--- src/rtl/imm_encoder_pkg.sv ---
// imm_encoder_pkg: RV32I opcode constants, instruction-format codes and the
// word record carried through the encoder's output buffering.
package imm_encoder_pkg;

    // RV32I opcodes that carry an immediate
    localparam logic [6:0] Itype_J = 7'b1100111; // JALR
    localparam logic [6:0] Itype_L = 7'b0000011; // loads
    localparam logic [6:0] Itype_A = 7'b0010011; // ALU immediate
    localparam logic [6:0] Utype_A = 7'b0010111; // AUIPC
    localparam logic [6:0] Utype_L = 7'b0110111; // LUI
    localparam logic [6:0] Jtype_J = 7'b1101111; // JAL
    localparam logic [6:0] Btype   = 7'b1100011; // branches
    localparam logic [6:0] Stype   = 7'b0100011; // stores

    typedef enum logic [2:0] {
        FMT_I,
        FMT_S,
        FMT_B,
        FMT_U,
        FMT_J,
        FMT_R
    } fmt_e;

    // One emitted word with its load address and range flag
    typedef struct packed {
        logic [31:0] inst;
        logic [31:0] addr;
        logic        err;
    } inst_word_t;

    // Anything not recognised as an immediate format is packed as R-type
    function automatic fmt_e opcode_fmt(input logic [6:0] op);
        case (op)
            Itype_J, Itype_L, Itype_A: opcode_fmt = FMT_I;
            Stype:                     opcode_fmt = FMT_S;
            Btype:                     opcode_fmt = FMT_B;
            Utype_A, Utype_L:          opcode_fmt = FMT_U;
            Jtype_J:                   opcode_fmt = FMT_J;
            default:                   opcode_fmt = FMT_R;
        endcase
    endfunction

endpackage

--- src/rtl/imm_encoder_pack.sv ---
// imm_pack: combinational opcode-to-format decode and RV32I immediate packing.
// With IMM_RANGE_CHK_EN defined, o_err flags immediates the format cannot
// represent; otherwise o_err is tied low and excess bits are dropped.
module imm_pack
    import imm_encoder_pkg::*;
(
    input  logic [6:0]  i_opcode,
    input  logic [4:0]  i_rd,
    input  logic [4:0]  i_rs1,
    input  logic [4:0]  i_rs2,
    input  logic [2:0]  i_funct3,
    input  logic [6:0]  i_funct7,
    input  logic [31:0] i_imm,
    output logic [31:0] o_inst,
    output logic        o_err
);

    fmt_e w_fmt;

    // Scatter the immediate into the bit positions of the decoded format
    always_comb begin
        w_fmt  = opcode_fmt(i_opcode);
        o_inst = {i_funct7, i_rs2, i_rs1, i_funct3, i_rd, i_opcode};
        o_err  = 1'b0;
        case (w_fmt)
            FMT_I: o_inst = {i_imm[11:0], i_rs1, i_funct3, i_rd, i_opcode};
            FMT_S: o_inst = {i_imm[11:5], i_rs2, i_rs1, i_funct3, i_imm[4:0], i_opcode};
            FMT_B: o_inst = {i_imm[12], i_imm[10:5], i_rs2, i_rs1, i_funct3,
                             i_imm[4:1], i_imm[11], i_opcode};
            FMT_U: o_inst = {i_imm[31:12], i_rd, i_opcode};
            FMT_J: o_inst = {i_imm[20], i_imm[10:1], i_imm[11], i_imm[19:12],
                             i_rd, i_opcode};
            default: ;
        endcase
`ifdef IMM_RANGE_CHK_EN
        // Sign-extension bits above the field must all match; B/J also need
        // an even offset since bit 0 is implicit
        case (w_fmt)
            FMT_I, FMT_S: o_err = !((&i_imm[31:11]) || !(|i_imm[31:11]));
            FMT_B:        o_err = !((&i_imm[31:12]) || !(|i_imm[31:12])) || i_imm[0];
            FMT_J:        o_err = !((&i_imm[31:20]) || !(|i_imm[31:20])) || i_imm[0];
            FMT_U:        o_err = |i_imm[11:0];
            default:      o_err = 1'b0;
        endcase
`endif
    end

endmodule

--- src/rtl/imm_encoder.sv ---
// imm_encoder: packs instruction-field requests into RV32I words and emits
// them with sequential load addresses. Output register plus one skid
// register; request ready is registered. Optional range check is enabled
// by defining IMM_RANGE_CHK_EN (see imm_pack).
module imm_encoder
    import imm_encoder_pkg::*;
#(
    parameter logic [31:0] BASE_ADDR = 32'h0000_0000,
    parameter int          DEPTH     = 1024
) (
    input  logic        clk,
    input  logic        rst,
    input  logic        restart_i,
    input  logic        req_valid_i,
    output logic        req_ready_o,
    input  logic [6:0]  req_opcode_i,
    input  logic [4:0]  req_rd_i,
    input  logic [4:0]  req_rs1_i,
    input  logic [4:0]  req_rs2_i,
    input  logic [2:0]  req_funct3_i,
    input  logic [6:0]  req_funct7_i,
    input  logic [31:0] req_imm_i,
    output logic        inst_valid_o,
    input  logic        inst_ready_i,
    output logic [31:0] inst_o,
    output logic [31:0] inst_addr_o,
    output logic        inst_err_o,
    output logic        full_o
);

    localparam int CNT_W = $clog2(DEPTH + 1);

    logic             r_out_valid;
    inst_word_t       r_out;
    logic             r_skid_valid;
    inst_word_t       r_skid;
    logic [31:0]      r_addr;
    logic [CNT_W-1:0] r_count;
    logic             r_full;
    logic             r_req_ready;

    logic [31:0]      w_inst;
    logic             w_err;
    inst_word_t       w_new;
    logic             w_accept;
    logic             w_last;
    logic             w_out_free;
    logic             w_out_load_new;
    logic             w_out_load_skid;
    logic             w_skid_load;
    logic             w_out_valid_nxt;
    logic             w_skid_valid_nxt;
    logic             w_full_nxt;

    imm_pack u_pack (
        .i_opcode (req_opcode_i),
        .i_rd     (req_rd_i),
        .i_rs1    (req_rs1_i),
        .i_rs2    (req_rs2_i),
        .i_funct3 (req_funct3_i),
        .i_funct7 (req_funct7_i),
        .i_imm    (req_imm_i),
        .o_inst   (w_inst),
        .o_err    (w_err)
    );

    assign w_new    = '{inst: w_inst, addr: r_addr, err: w_err};
    assign w_accept = req_valid_i && r_req_ready;
    assign w_last   = (r_count == CNT_W'(DEPTH - 1));

    // Steer the accepted word into output or skid; ready is only high with
    // the skid empty, so an accept never collides with a skid refill
    always_comb begin
        w_out_free       = !r_out_valid || inst_ready_i;
        w_out_load_new   = 1'b0;
        w_out_load_skid  = 1'b0;
        w_skid_load      = 1'b0;
        w_out_valid_nxt  = r_out_valid;
        w_skid_valid_nxt = r_skid_valid;
        w_full_nxt       = r_full || (w_accept && w_last);
        if (w_accept) begin
            if (w_out_free) begin
                w_out_load_new  = 1'b1;
                w_out_valid_nxt = 1'b1;
            end else begin
                w_skid_load      = 1'b1;
                w_skid_valid_nxt = 1'b1;
            end
        end else if (r_out_valid && inst_ready_i) begin
            if (r_skid_valid) begin
                w_out_load_skid  = 1'b1;
                w_skid_valid_nxt = 1'b0;
            end else begin
                w_out_valid_nxt = 1'b0;
            end
        end
    end

    // Buffer, address counter and registered ready
    always_ff @(posedge clk) begin
        if (rst) begin
            r_out_valid  <= 1'b0;
            r_out        <= '{inst: 32'h0, addr: BASE_ADDR, err: 1'b0};
            r_skid_valid <= 1'b0;
            r_skid       <= '0;
            r_addr       <= BASE_ADDR;
            r_count      <= '0;
            r_full       <= 1'b0;
            r_req_ready  <= 1'b1;
        end else if (restart_i) begin
            r_out_valid  <= 1'b0;
            r_skid_valid <= 1'b0;
            r_addr       <= BASE_ADDR;
            r_count      <= '0;
            r_full       <= 1'b0;
            r_req_ready  <= 1'b1;
        end else begin
            r_out_valid  <= w_out_valid_nxt;
            r_skid_valid <= w_skid_valid_nxt;
            r_full       <= w_full_nxt;
            r_req_ready  <= !w_skid_valid_nxt && !w_full_nxt;
            if (w_out_load_new)  r_out  <= w_new;
            if (w_out_load_skid) r_out  <= r_skid;
            if (w_skid_load)     r_skid <= w_new;
            if (w_accept) begin
                r_addr  <= r_addr + 32'd4;
                r_count <= r_count + 1'b1;
            end
        end
    end

    assign req_ready_o  = r_req_ready;
    assign inst_valid_o = r_out_valid;
    assign inst_o       = r_out.inst;
    assign inst_addr_o  = r_out.addr;
    assign inst_err_o   = r_out.err;
    assign full_o       = r_full;

endmodule

--- config.mk ---
export PLATFORM = sky130hd
export DESIGN_NAME = imm_encoder
export DESIGN_NICKNAME = d
export VERILOG_FILES = /design/src/rtl/imm_encoder_pkg.sv /design/src/rtl/imm_encoder_pack.sv /design/src/rtl/imm_encoder.sv
export SDC_FILE = /design/constraint.sdc
export NUM_CORES = 1
export LEC_CHECK = 0
export CELL_PAD_IN_SITES_DETAIL_PLACEMENT = 1
export CELL_PAD_IN_SITES_GLOBAL_PLACEMENT = 2
export CORE_MARGIN = 10
export CORE_UTILIZATION = 31
export DETAILED_ROUTE_END_ITERATION = 8
export GPL_ROUTABILITY_DRIVEN = 0
export GPL_TIMING_DRIVEN = 1
export HOLD_SLACK_MARGIN = 0.15
export PLACE_DENSITY_LB_ADDON = 0.1
export SLEW_MARGIN = 20
export SYNTH_ARGS = -nofsm -noshare
export SYNTH_HDL_FRONTEND = slang
export SYNTH_SLANG_ARGS = --single-unit
--- constraint.sdc ---
create_clock -name clk -period 2.1 [get_ports clk]
set_clock_uncertainty 0.1 [all_clocks]
set_input_delay 0.42 -clock clk [delete_from_list [all_inputs] [get_ports clk]]
set_output_delay 0.42 -clock clk [all_outputs]
set_load 0.1 [all_outputs]
Word-level counts from Yosys, hierarchy flattened
Cells that the tools add are included.
- output and inout port bits: 68
- flip-flop bits (word level): 176
- mux-type cells: 18
- bitwise gates (word level): 1
- reduce and logical (&&, ||, !) cells: 18
- $add $sub $neg: 2
- equal/unequal tests: 15
- operators with widths (cell ; number):
    case mux 32 bit (5 select lines) ; 1
    two-way mux 65 bit ; 2
    adder 32 x 3 -> 32 bit (second input constant) ; 1
    equality test 7 bit (second input constant) ; 3
    case mux 3 bit (5 select lines) ; 1
    equality test 7 x 5 -> 1 bit (second input constant) ; 2
    equality test 7 x 6 -> 1 bit (second input constant) ; 2
    two-way mux 1 bit ; 14
    adder 11 x 1 -> 11 bit (second input constant) ; 1
    equality test 11 x 10 -> 1 bit (second input constant) ; 1
    equality test 7 x 2 -> 1 bit (second input constant) ; 1
    equality test 3 x 2 -> 1 bit (second input constant) ; 2
    logical AND 1 bit ; 4
    != test 2 x 1 -> 1 bit (second input constant) ; 2
    AND reduction 2 bit ; 2
    nonzero test 2 bit ; 2
    OR reduction 2 bit ; 2
    equality test 3 x 1 -> 1 bit (second input constant) ; 1
    equality test 3 bit (second input constant) ; 1
    logical NOT 1 bit ; 3
    logical NOT 3 bit ; 1
    AND reduction 3 bit ; 1
    OR reduction 3 bit ; 1
    logical OR 1 bit ; 2
    inverter 1 bit ; 1

Depth between registers and ports, before layout
- depth in word-level cells: 7
- mapped depth: 7
- depth with buffers taken out: 6

Hierarchy
From an unflattened synthesis, not the netlist that was laid out.
- cells, all modules: 899
- area total of the unflattened synthesis: 7795.0 sq um
- by module, submodules not included (module ; sequential area each (sq um) ; area an instance (sq um) ; cells an instance ; times used):
    imm_encoder ; 3423.3 ; 7119.3 ; 812 ; 1
    imm_pack ; 0.0 ; 675.6 ; 87 ; 1

Least setup slack after synthesis
OpenSTA, ideal clock, no wires.
- path kind: flip-flop to flip-flop
- from: register r_req_ready, in the netlist req_ready_o
- to: register r_skid[10] in the netlist's numbering
- arrival time: 2.279 ns
- setup time: 0.132 ns
- path slack: -0.412 ns
- stages on the path, launching flop included: 8
- cell sequence: dfxtp_1 > nand2_1 > buf_2 > or3_1 > clkbuf_1 > buf_2 > nand2_1 > a21oi_1
- word-level cells in the longest chain between the ends: 3
- ends and longest elaborated chain (item ; RTL line ; RTL):
    from (decl) ; imm_encoder.sv:40 ; logic r_req_ready;
    from (signal assigned) ; imm_encoder.sv:121 ; r_req_ready <= !w_skid_valid_nxt && !w_full_nxt;
    logical AND 1 bit ; imm_encoder.sv:68 ; assign w_accept = req_valid_i && r_req_ready;
    two-way mux 1 bit ; imm_encoder.sv:81 ; if (w_accept) begin
    AND reduction 2 bit (no line) ; - ;
    to (signal assigned) ; imm_encoder.sv:124 ; if (w_skid_load) r_skid <= w_new;
    to (decl) ; imm_encoder.sv:36 ; inst_word_t r_skid;
No other way between the ends.
A chain may end at the register's enable or synchronous reset.

Worst setup path after layout
- from: input port req_valid_i
- to: register r_addr[18]
- word-level cells in the longest chain between the ends: 1
- ends and longest elaborated chain (item ; RTL line ; RTL):
    from (decl) ; imm_encoder.sv:14 ; input logic req_valid_i,
    logical AND 1 bit ; imm_encoder.sv:68 ;
    to (signal assigned) ; imm_encoder.sv:126 ; r_addr <= r_addr + 32'd4;
    to (decl) ; imm_encoder.sv:37 ; logic [31:0] r_addr;
No other way between the ends.

==> metrics <==
final setup vio count=0; vias in the first global route=7265; root buffer cell=clkbuf_16; Post-synth EDFFs=0; Syn Inst Count=902; CTS tree=done; hold_ws=200 ps; DRT Wirelength=24.0 mm; drt wl/cell=17.1 um; DRC errors left=0; CTS Buffer Depth=2; Placed Cells=1370; fin area=10200 um2; total number of yosys warnings=0; final setup margin=55.0 ps; number of diodes=0; post-route ant nets=0; hold crit path type=primary input to flop; #FFs+latches synth=169; CP arrival=2260 ps; CP cell instances=clkdlybuf4s50_1, nand2_1, or3_1, buf_4, nor4_1, xnor2_1, nor2_1; layout cells sized above 1=21.0%; Post-Syn Area=7430 um2; total power=7.61 mW; dominant cells by area after synthesis=dfxtp_1 46%, nand2_1 9.3%, a21oi_1 5.7%; final non-filler cell total=1403; CP bufs+invs=2; max incr delay on CP=470 ps; H-tree levels=4; Rows=56; Worst EP required=2310 ps; status=finished clean; Area growth, synth to finish=36.9%; die area=30600 um2; Nets=1142; critical path endpoint category=flop; sequential fraction of the synthesis area=45.5%; mux share of post-synthesis cell area=2.24%; most frequent cells in the layout=183 x nand2_1, 167 x dfxtp_1, 134 x buf_4; total CTS buffers=17; xor-xnor portion of the synthesized cell area=4.48%; area leader, netlist=dfxtp_1; Post-synth top flop=dfxtp_1; CTS clk-pin slew, worst paths=70 ps; post-synth top area share=45.5%; pwr dens=748 nW/um2; I/O Buffers=133; commonest non-fill, non-tap cell in the layout=nand2_1; clk sink count=169; RSZ-0062 raised after global routing=yes; average size of a mapped cell=8.24 um2; critical path type=primary input to flop; Post-Synth Adder-Cell Area=0.337%; Fill cells=2827; multi-input logic area=3740 um2; Die W=175 um; min Tclk post-route=2040 ps; antenna violations before repair=0; final core occ=43.2%; Worst Path Max Fanout=12; Compound-Gate Fraction of Synth Area=19.2%; largest family of logic cells by synthesized area=simple AND/OR/NAND/NOR gates; Peak VDD IR=480 uV; final-report hold violation count=0; Placed Area=9530 um2; crit share post-route=97.4%; Async S/R FF share, synth=0%; pre-CTS WS=-492 ps; initial DRC count=315; CP max stage cell=clkdlybuf4s50_1; Slew Limit Fails=0; worst skew pair latency=420 ps; largest net degree at the start of global routing=57; Fmax=0.489 GHz; dpl hpwl=17.1 mm; Vias/cell=4.94; Initial Util=31.6%; CP top delay family=simple AND/OR/NAND/NOR gates; DR vias=6931; GRT Total Usage=15.6%; iteration count of the initial detailed-routing pass=4; core footprint=23500 um2; IO Pins=137; first-pass GRT wire length=39.4 mm; Simple-Gate Fraction of Synth Area=23.0%; postcts setup bufs=0; max-cap viol count=0; setup TNS=0 ps; GRT Residual Overflow=0; CP Launch Type=primary input; Leak=3.76 nW; Seq. cell area=3390 um2; Die H=175 um; Synth cell types=64
report_power, final:
part | switching (mW) | internal (mW)
registers | 0.0525 | 3.29
logic | 0.909 | 0.405
clock network | 1.39 | 1.56
total | 2.35 | 5.26
sequential cells by signal, summed over array words and instances (netlist names):
name and count:
r_skid_valid 1, full_o 1, inst_valid_o 1, inst_o 32, r_addr 30, inst_addr_o 30
req_ready_o 1, r_count 11, r_skid 62
area by class of cell:
class / count / area share, %
sequential: 169 / 33.3
inverter: 9 / 0.332
multi-input combinational: 652 / 36.8
timing repair buffer: 222 / 20.4
clock inverter: 12 / 0.898
tap: 319 / 3.92
clock buffer: 20 / 4.39
synth_stat cells, types with 3 or more instances:
cell type and number:
mux2i_1 8, and2_1 3, nor4_1 7, nor2b_1 3
inv_1 9, a22oi_1 5, nand3_1 19, a222oi_1 6
o221ai_1 7, o22ai_1 5, o211ai_1 4, buf_1 3
a311oi_1 37, nand2_1 185, o21ai_0 35, o21ai_1 4
xor2_1 13, and3_1 12, a211oi_1 4, o31ai_1 5
nand4_1 7, buf_4 4, buf_6 4, o2bb2ai_1 4
mux2_4 5, buf_2 20, and4_1 6, nor3_1 13
dfxtp_1 169, a21oi_1 85, a31oi_1 6, xnor2_1 25
nor2_1 94, nor4_2 3, clkbuf_1 42, or3_1 4
nor2_2 5
layer usage:
layer / track usage (%) / up-vias / routed length, um
met4: 3.29 / 0 / 220
li1: - / 3488 / -
met3: 3.51 / 16 / 760
met5: 0 / - / 0
met1: 19.6 / 3337 / 11200
met2: 26.6 / 90 / 11900
repair_timing:
action                                  CTS  global route
cloned                                    0             1
resized for setup                         2            19
endpoints found under the setup margin    2            40
endpoints found under the hold margin     0             0
hold buffers                              0             0
pin swaps                                 0             1
kinds of logic after synthesis:
group / after synthesis
mux: 14
flops: 169
simple gates: 377
fa+ha+maj: 2
xor+xnor: 38
buf+inv: 83
other cells: 1
compound gates: 218
final timing paths:
path	from	end	slack [ps]	cells after the start
min	rst	inst_o[14]$_SDFFE_PP0P_	200	2
max	req_valid_i	r_addr[18]$_SDFFE_PP0P_	60	7
min reg2reg	r_skid[43]$_SDFFE_PP0P_	r_skid[43]$_SDFFE_PP0P_	350	2
max reg2reg	r_addr[2]$_SDFFE_PP0P_	r_addr[18]$_SDFFE_PP0P_	140	7
Note: power is estimated with default switching activity, not from simulation.
==> RTL change 1: new RTL, same flow settings <==
Set the parameter `DEPTH` to 256 (it was 1024).
--- a/src/rtl/imm_encoder.sv
+++ b/src/rtl/imm_encoder.sv
@@ -8,3 +8,3 @@
     parameter logic [31:0] BASE_ADDR = 32'h0000_0000,
-    parameter int          DEPTH     = 1024
+    parameter int          DEPTH     = 256
 ) (
Formal check against the unedited RTL: same outputs for any inputs over 4 cycles, from zero or initial values and one cycle with rst high; that may be too few to reach the edited logic, so the function may still have changed.
==> RTL change 1 against the unedited design <==
  * Power rose by 2.7%
  * Die area is 0.17% lower
  * Synthesized cell count up 0.22%
  * Synthesized area is 0.19% lower
  * First-iteration DRC count fell by 4.8%
  * Final area shrank 0.48%
  * Sequential cell count down 2
  * Setup slack improved by 0.027 ns
  * Non-clock buffer count up 7
  * Sequential share of layout area fell by 0.21 points
  * Combinational power is 5% lower
  * Wire length is 1.2% higher
  * Highest routed layer unchanged
==> RTL change 1: results (changes against the unedited design) <==
{| class="wikitable"
! Metric !! Value
|-
| Result of the run || finished clean
|-
| Fill cell instance count of the final layout || 2831 (+0.14%)
|-
| Data arrival time of the critical path || 2.23 ns (-0.03 ns)
|-
| Maximum capacitance violations || 0 (unchanged)
|-
| Ranking of synthesized cells by instance count || sky130_fd_sc_hd__nand2_1 (183), sky130_fd_sc_hd__dfxtp_1 (167), sky130_fd_sc_hd__nor2_1 (107)
|-
| Drt initial violations || 300 (-4.8%)
|-
| Via count || 6941 (+0.14%)
|-
| Warning count from the yosys run || 0 (unchanged)
|-
| Area after DPL || 9450 sq um (-0.83%)
|-
| Antenna cell count || 0 (unchanged)
|-
| Number of H-tree levels || 4 (unchanged)
|-
| Average detailed-routed wire length per instance || 17.3 microns (+1.0%)
|-
| Count of port buffers added during placement || 133 (unchanged)
|-
| Highest ir drop seen on vdd || 0.000407 V (-15%)
|-
| Clock root buffer || sky130_fd_sc_hd__clkbuf_16
|-
| Max Fanout on Critical Path || 7 (-5)
|-
| Async set-reset flop share out of synthesis || 0% (unchanged)
|-
| Crit Reg-Reg Startpoint || inst_valid_o
|-
| Clock Path Buffers || 2 (unchanged)
|-
| Register with the most flip-flops || r_skid
|-
| Flip-flop count of the largest register after layout || 62 (unchanged)
|-
| Area used by multi-input combinational logic || 3690 sq um (-1.5%)
|-
| Post-Place Setup Slack || -0.472 ns (+0.0202 ns)
|-
| Final net count || 1146 (+0.35%)
|-
| Critical path capture point || r_addr[19]
|-
| Part of the Yosys area used for sequential elements || 45.1% (-0.46 points)
|-
| First-pass GRT wire length || 40100 microns (+1.8%)
|-
| Overall routing resource usage || 16.1% (+0.45 points)
|-
| Estimated wirelength of the detail-placed design || 17700 microns (+3.5%)
|-
| Maximum number of pins on one net before global-route repair || 48 (-16%)
|-
| Largest delay contributor family on the critical path || simple AND/OR/NAND/NOR gates
|-
| Number of distinct library cells after synthesis || 56 (-13%)
|-
| Worst Reg2Reg Path Length in Cells || 4 (-3)
|-
| CTS buffer count || 17 (unchanged)
|-
| Worst-case register-to-register setup slack || 0.22 ns (+0.08 ns)
|-
| Slowest library cell on the worst path || sky130_fd_sc_hd__or4_1
|-
| Class of the tightest hold or removal check || input port to flop
|-
| Clock latency of the later-clocked register in the worst-skew pair || 0.42 ns (about the same)
|-
| Critical path's largest stage delay || 0.59 ns (+0.12 ns)
|-
| R2r endpoint || inst_o[30]
|-
| Post-CTS clock slew at the launch and capture registers of the worst setup and hold paths || 0.06 ns
|-
| Antenna violations before repair || 0 (unchanged)
|-
| Launch point of the critical path || req_valid_i
|-
| First-pass detailed-route iteration total || 4 (unchanged)
|-
| Dominant cells by area after synthesis || sky130_fd_sc_hd__dfxtp_1 (45%), sky130_fd_sc_hd__nand2_1 (9.3%), sky130_fd_sc_hd__nor2_1 (5.4%)
|-
| Via count of the first global-routing pass || 7270 (+0.069%)
|-
| Total leakage power || 3.70 nW (-1.6%)
|-
| Highest Clock Rate || 0.496 GHz (+1.3%)
|-
| Share of cells above drive strength 1 || 19.8% (-1.3 points)
|-
| Main synth FF type || sky130_fd_sc_hd__dfxtp_1
|}
-- RTL change 1: cell types whose count changed in the layout (fill, tap and decap cells not counted), moves of 6 or more --
cell                       before  now
sky130_fd_sc_hd__a31oi_1        6    0
sky130_fd_sc_hd__nand3b_1       1   12
sky130_fd_sc_hd__a21boi_0       0    8
sky130_fd_sc_hd__a21oi_1       85   64
sky130_fd_sc_hd__o221ai_1       7    0
sky130_fd_sc_hd__nand3_1       19   13
sky130_fd_sc_hd__buf_4        134  148
sky130_fd_sc_hd__nor2_2         7    0
sky130_fd_sc_hd__o21ai_0       35   24
sky130_fd_sc_hd__nor2_1        92  107
sky130_fd_sc_hd__a211oi_1       0   35
sky130_fd_sc_hd__xnor2_1       25   19
-- RTL change 1: metal layers --
| metal | GRT usage [%] | vias to the layer above | part of all wire (%) |
|---|---|---|---|
| li1 | - | 3515 | - |
| met1 | 21.2 | 3315 | 49 |
| met2 | 26.5 | 97 | 47 |
| met3 | 3.10 | 14 | 3.1 |
| met4 | 3.74 | 0 | 0.89 |
| met5 | 0 | - | 0 |
-- RTL change 1: power by group --
part	internal (mW)	switching, mW
Sequential	3.25	0.0513
Combinational	0.390	0.860
Clock	1.92	1.35
-- RTL change 1: worst min path at each step --
stage | start | endpoint | slack (ns)
2_1_floorplan | r_skid[10] | r_skid[10] | 0.34
3_3_place_gp | inst_o[10] | inst_o[10] | 0.34
3_5_place_dp | inst_o[10] | inst_o[10] | 0.35
4_1_cts | rst | inst_addr_o[8] | 0.30
5_1_grt | rst | inst_addr_o[26] | 0.31
6_report | rst | inst_addr_o[26] | 0.31
-- RTL change 1: layout make-up --
class	instances	area share [%]
Multi-Input combinational cell	650	36.4
Tap cell	319	3.94
Inverter	9	0.334
Timing Repair Buffer	229	20.2
Clock inverter	9	1.12
Clock buffer	23	4.92
Sequential cell	167	33.1
-- RTL change 1: what timing repair did --
action / in CTS / in global routing
pin swaps: 2 / 3
gates resized for setup: 2 / 13
setup endpoints to repair: 3 / 56
buffers inserted: 2 / 0
-- RTL change 1: cells by family after synthesis --
kind of cell / synth area share, %
DFF: 45.1
and+or+nand+nor: 24.1
xor gates and xnor gates: 3.90
adders and majority gates: 0.506
buffers and inverters: 5.92
muxes: 0.844
other: 0.0506
AOI/OAI and AO/OA: 19.6
-- RTL change 1: per-stage QoR --
step / hold slack [ns] / cells
after floorplan: 0.337 / 906
after global placement: 0.341 / 1372
after detailed placement: 0.346 / 1372
after CTS: 0.302 / 1406
after global routing: 0.313 / 1406
final: 0.314 / 1406
==> RTL change 2: new RTL, config.mk and constraints unchanged <==
Without the edit above. One comparison of `r_count` changes from == to >=.
--- a/src/rtl/imm_encoder.sv
+++ b/src/rtl/imm_encoder.sv
@@ -68,3 +68,3 @@
     assign w_accept = req_valid_i && r_req_ready;
-    assign w_last   = (r_count == CNT_W'(DEPTH - 1));
+    assign w_last   = (r_count >= CNT_W'(DEPTH - 1));
 
Function: no difference found for any inputs over 4 cycles, from zero or initial values and one cycle with rst high; that may be too few to reach the edited logic, so the function may still have changed.
==> RTL change 2 against the unedited design <==
  * Global-route usage up 0.52 points
  * Critical endpoint is now inst_o[27]
  * Wire length grew 1.7%
  * Power rose by 4.4%
  * Largest cell class unchanged
  * Register-to-register slack better by 0.03 ns
  * Sequential cell count stayed put
  * Setup slack better by 0.049 ns
  * Final area fell by 1.1%
  * First-iteration DRC count is 14% higher
  * Synthesized area decreased by 2.6%
==> RTL change 2: results (changes against the unedited design) <==
{| class="wikitable"
! Metric !! Value
|-
| Overall routing resource usage || 16.1% (+0.52 points)
|-
| Switch share || 29.5% (-1.5 points)
|-
| Detailed-route wire length on metal 1 || 11100 microns (-1.0%)
|-
| Via count of the first global-routing pass || 7405 (+1.9%)
|-
| Number of logic inverters in the finished layout || 11 (+2)
|-
| Detail Route met2 WL || 12300 microns (+3.7%)
|-
| Clock latency of the later-clocked register in the worst-skew pair || 0.44 ns (+0.02 ns)
|-
| Count of plain and timing-repair buffers || 216 (-2.7%)
|-
| Share of cells above drive strength 1 || 19.1% (-1.9 points)
|-
| Cells after DPL || 1336 (-2.5%)
|-
| Part of the Yosys area used for sequential elements || 46.7% (+1.2 points)
|-
| Final-layout non-clock buffer area share || 20.6% (+0.24 points)
|-
| Crit Reg-Reg Startpoint || r_skid_valid
|-
| Multi-input combinational cell count || 628 (-3.7%)
|-
| Highest ir drop seen on vdd || 0.000404 V (-16%)
|-
| Average detailed-routed wire length per instance || 17.9 microns (+4.2%)
|-
| Worst-case register-to-register setup slack || 0.17 ns (+0.03 ns)
|-
| Pwr Density || 790 nW/um^2 (+5.6%)
|-
| R2r endpoint || inst_o[21]
|-
| Fill cell instance count of the final layout || 2660 (-5.9%)
|-
| Area after DPL || 9410 sq um (-1.3%)
|-
| Critical path's largest stage delay || 0.50 ns (+0.03 ns)
|-
| Drt initial violations || 358 (+14%)
|-
| Post-Synthesis Cells || 872 (-3.3%)
|-
| Result of the run || finished clean
|-
| Ranking of synthesized cells by instance count || sky130_fd_sc_hd__nand2_1 (185), sky130_fd_sc_hd__dfxtp_1 (169), sky130_fd_sc_hd__nor2_1 (104)
|-
| Wire length on met3 || 800 microns (+5.3%)
|-
| Worst Reg2Reg Path Length in Cells || 6 (-1)
|-
| Detail-routed via count per cell || 5.10 (+3.2%)
|-
| Fraction of power consumed by combinational cells || 16.4% (-0.9 points)
|-
| Post_cts resized || 0 (-2)
|-
| Worst Hold Margin || 0.224 ns (+0.0237 ns)
|-
| Area growth, synth to finish || 39.0%
|}
## RTL change 2: cell types whose count changed after synthesis, moves of 5 or more
cell,change
sky130_fd_sc_hd__a211oi_1,+23
sky130_fd_sc_hd__a21oi_1,-21
sky130_fd_sc_hd__o21ai_0,-19
sky130_fd_sc_hd__mux2_4,-5
sky130_fd_sc_hd__nor2_1,+10
sky130_fd_sc_hd__o31ai_1,-5
sky130_fd_sc_hd__nor4_1,-5
sky130_fd_sc_hd__and3_1,+9
sky130_fd_sc_hd__buf_2,-7
sky130_fd_sc_hd__xnor2_1,-5
sky130_fd_sc_hd__o22ai_1,+10
sky130_fd_sc_hd__o221ai_1,-7
## RTL change 2: cells by family (layout without fill, tap and decap cells)
| logic type | Yosys count | count (layout) | synth area share, % |
|---|---|---|---|
| AND/OR/NAND/NOR | 375 | 375 | 22.7 |
| AO/OA/AOI/OAI | 200 | 200 | 19.4 |
| flip-flops | 169 | 169 | 46.7 |
| buffers and inverters | 77 | 259 | 4.63 |
| XOR/XNOR | 33 | 33 | 3.99 |
| multiplexers | 15 | 15 | 2.13 |
| adder cells (fa/ha/maj) | 2 | 2 | 0.346 |
| other | 1 | 3 | 0.0518 |
## RTL change 2: worst max path at each step
stage | depth (start not counted) | end | from | slack (ns)
2_1_floorplan | 7 | inst_o[23] | inst_valid_o | 0.03
3_3_place_gp | 6 | r_skid[53] | req_opcode_i[2] | -0.34
3_5_place_dp | 7 | r_skid[56] | req_opcode_i[3] | -0.45
4_1_cts | 7 | r_skid[54] | req_opcode_i[3] | 0.03
5_1_grt | 7 | inst_o[25] | req_valid_i | 0.01
6_report | 7 | inst_o[27] | req_valid_i | 0.10
## RTL change 2: per-layer routing
layer	up-vias	track usage, %
li1	3403	-
met1	3441	19.3
met2	111	28.5
met3	23	3.29
met4	0	4.42
met5	-	0
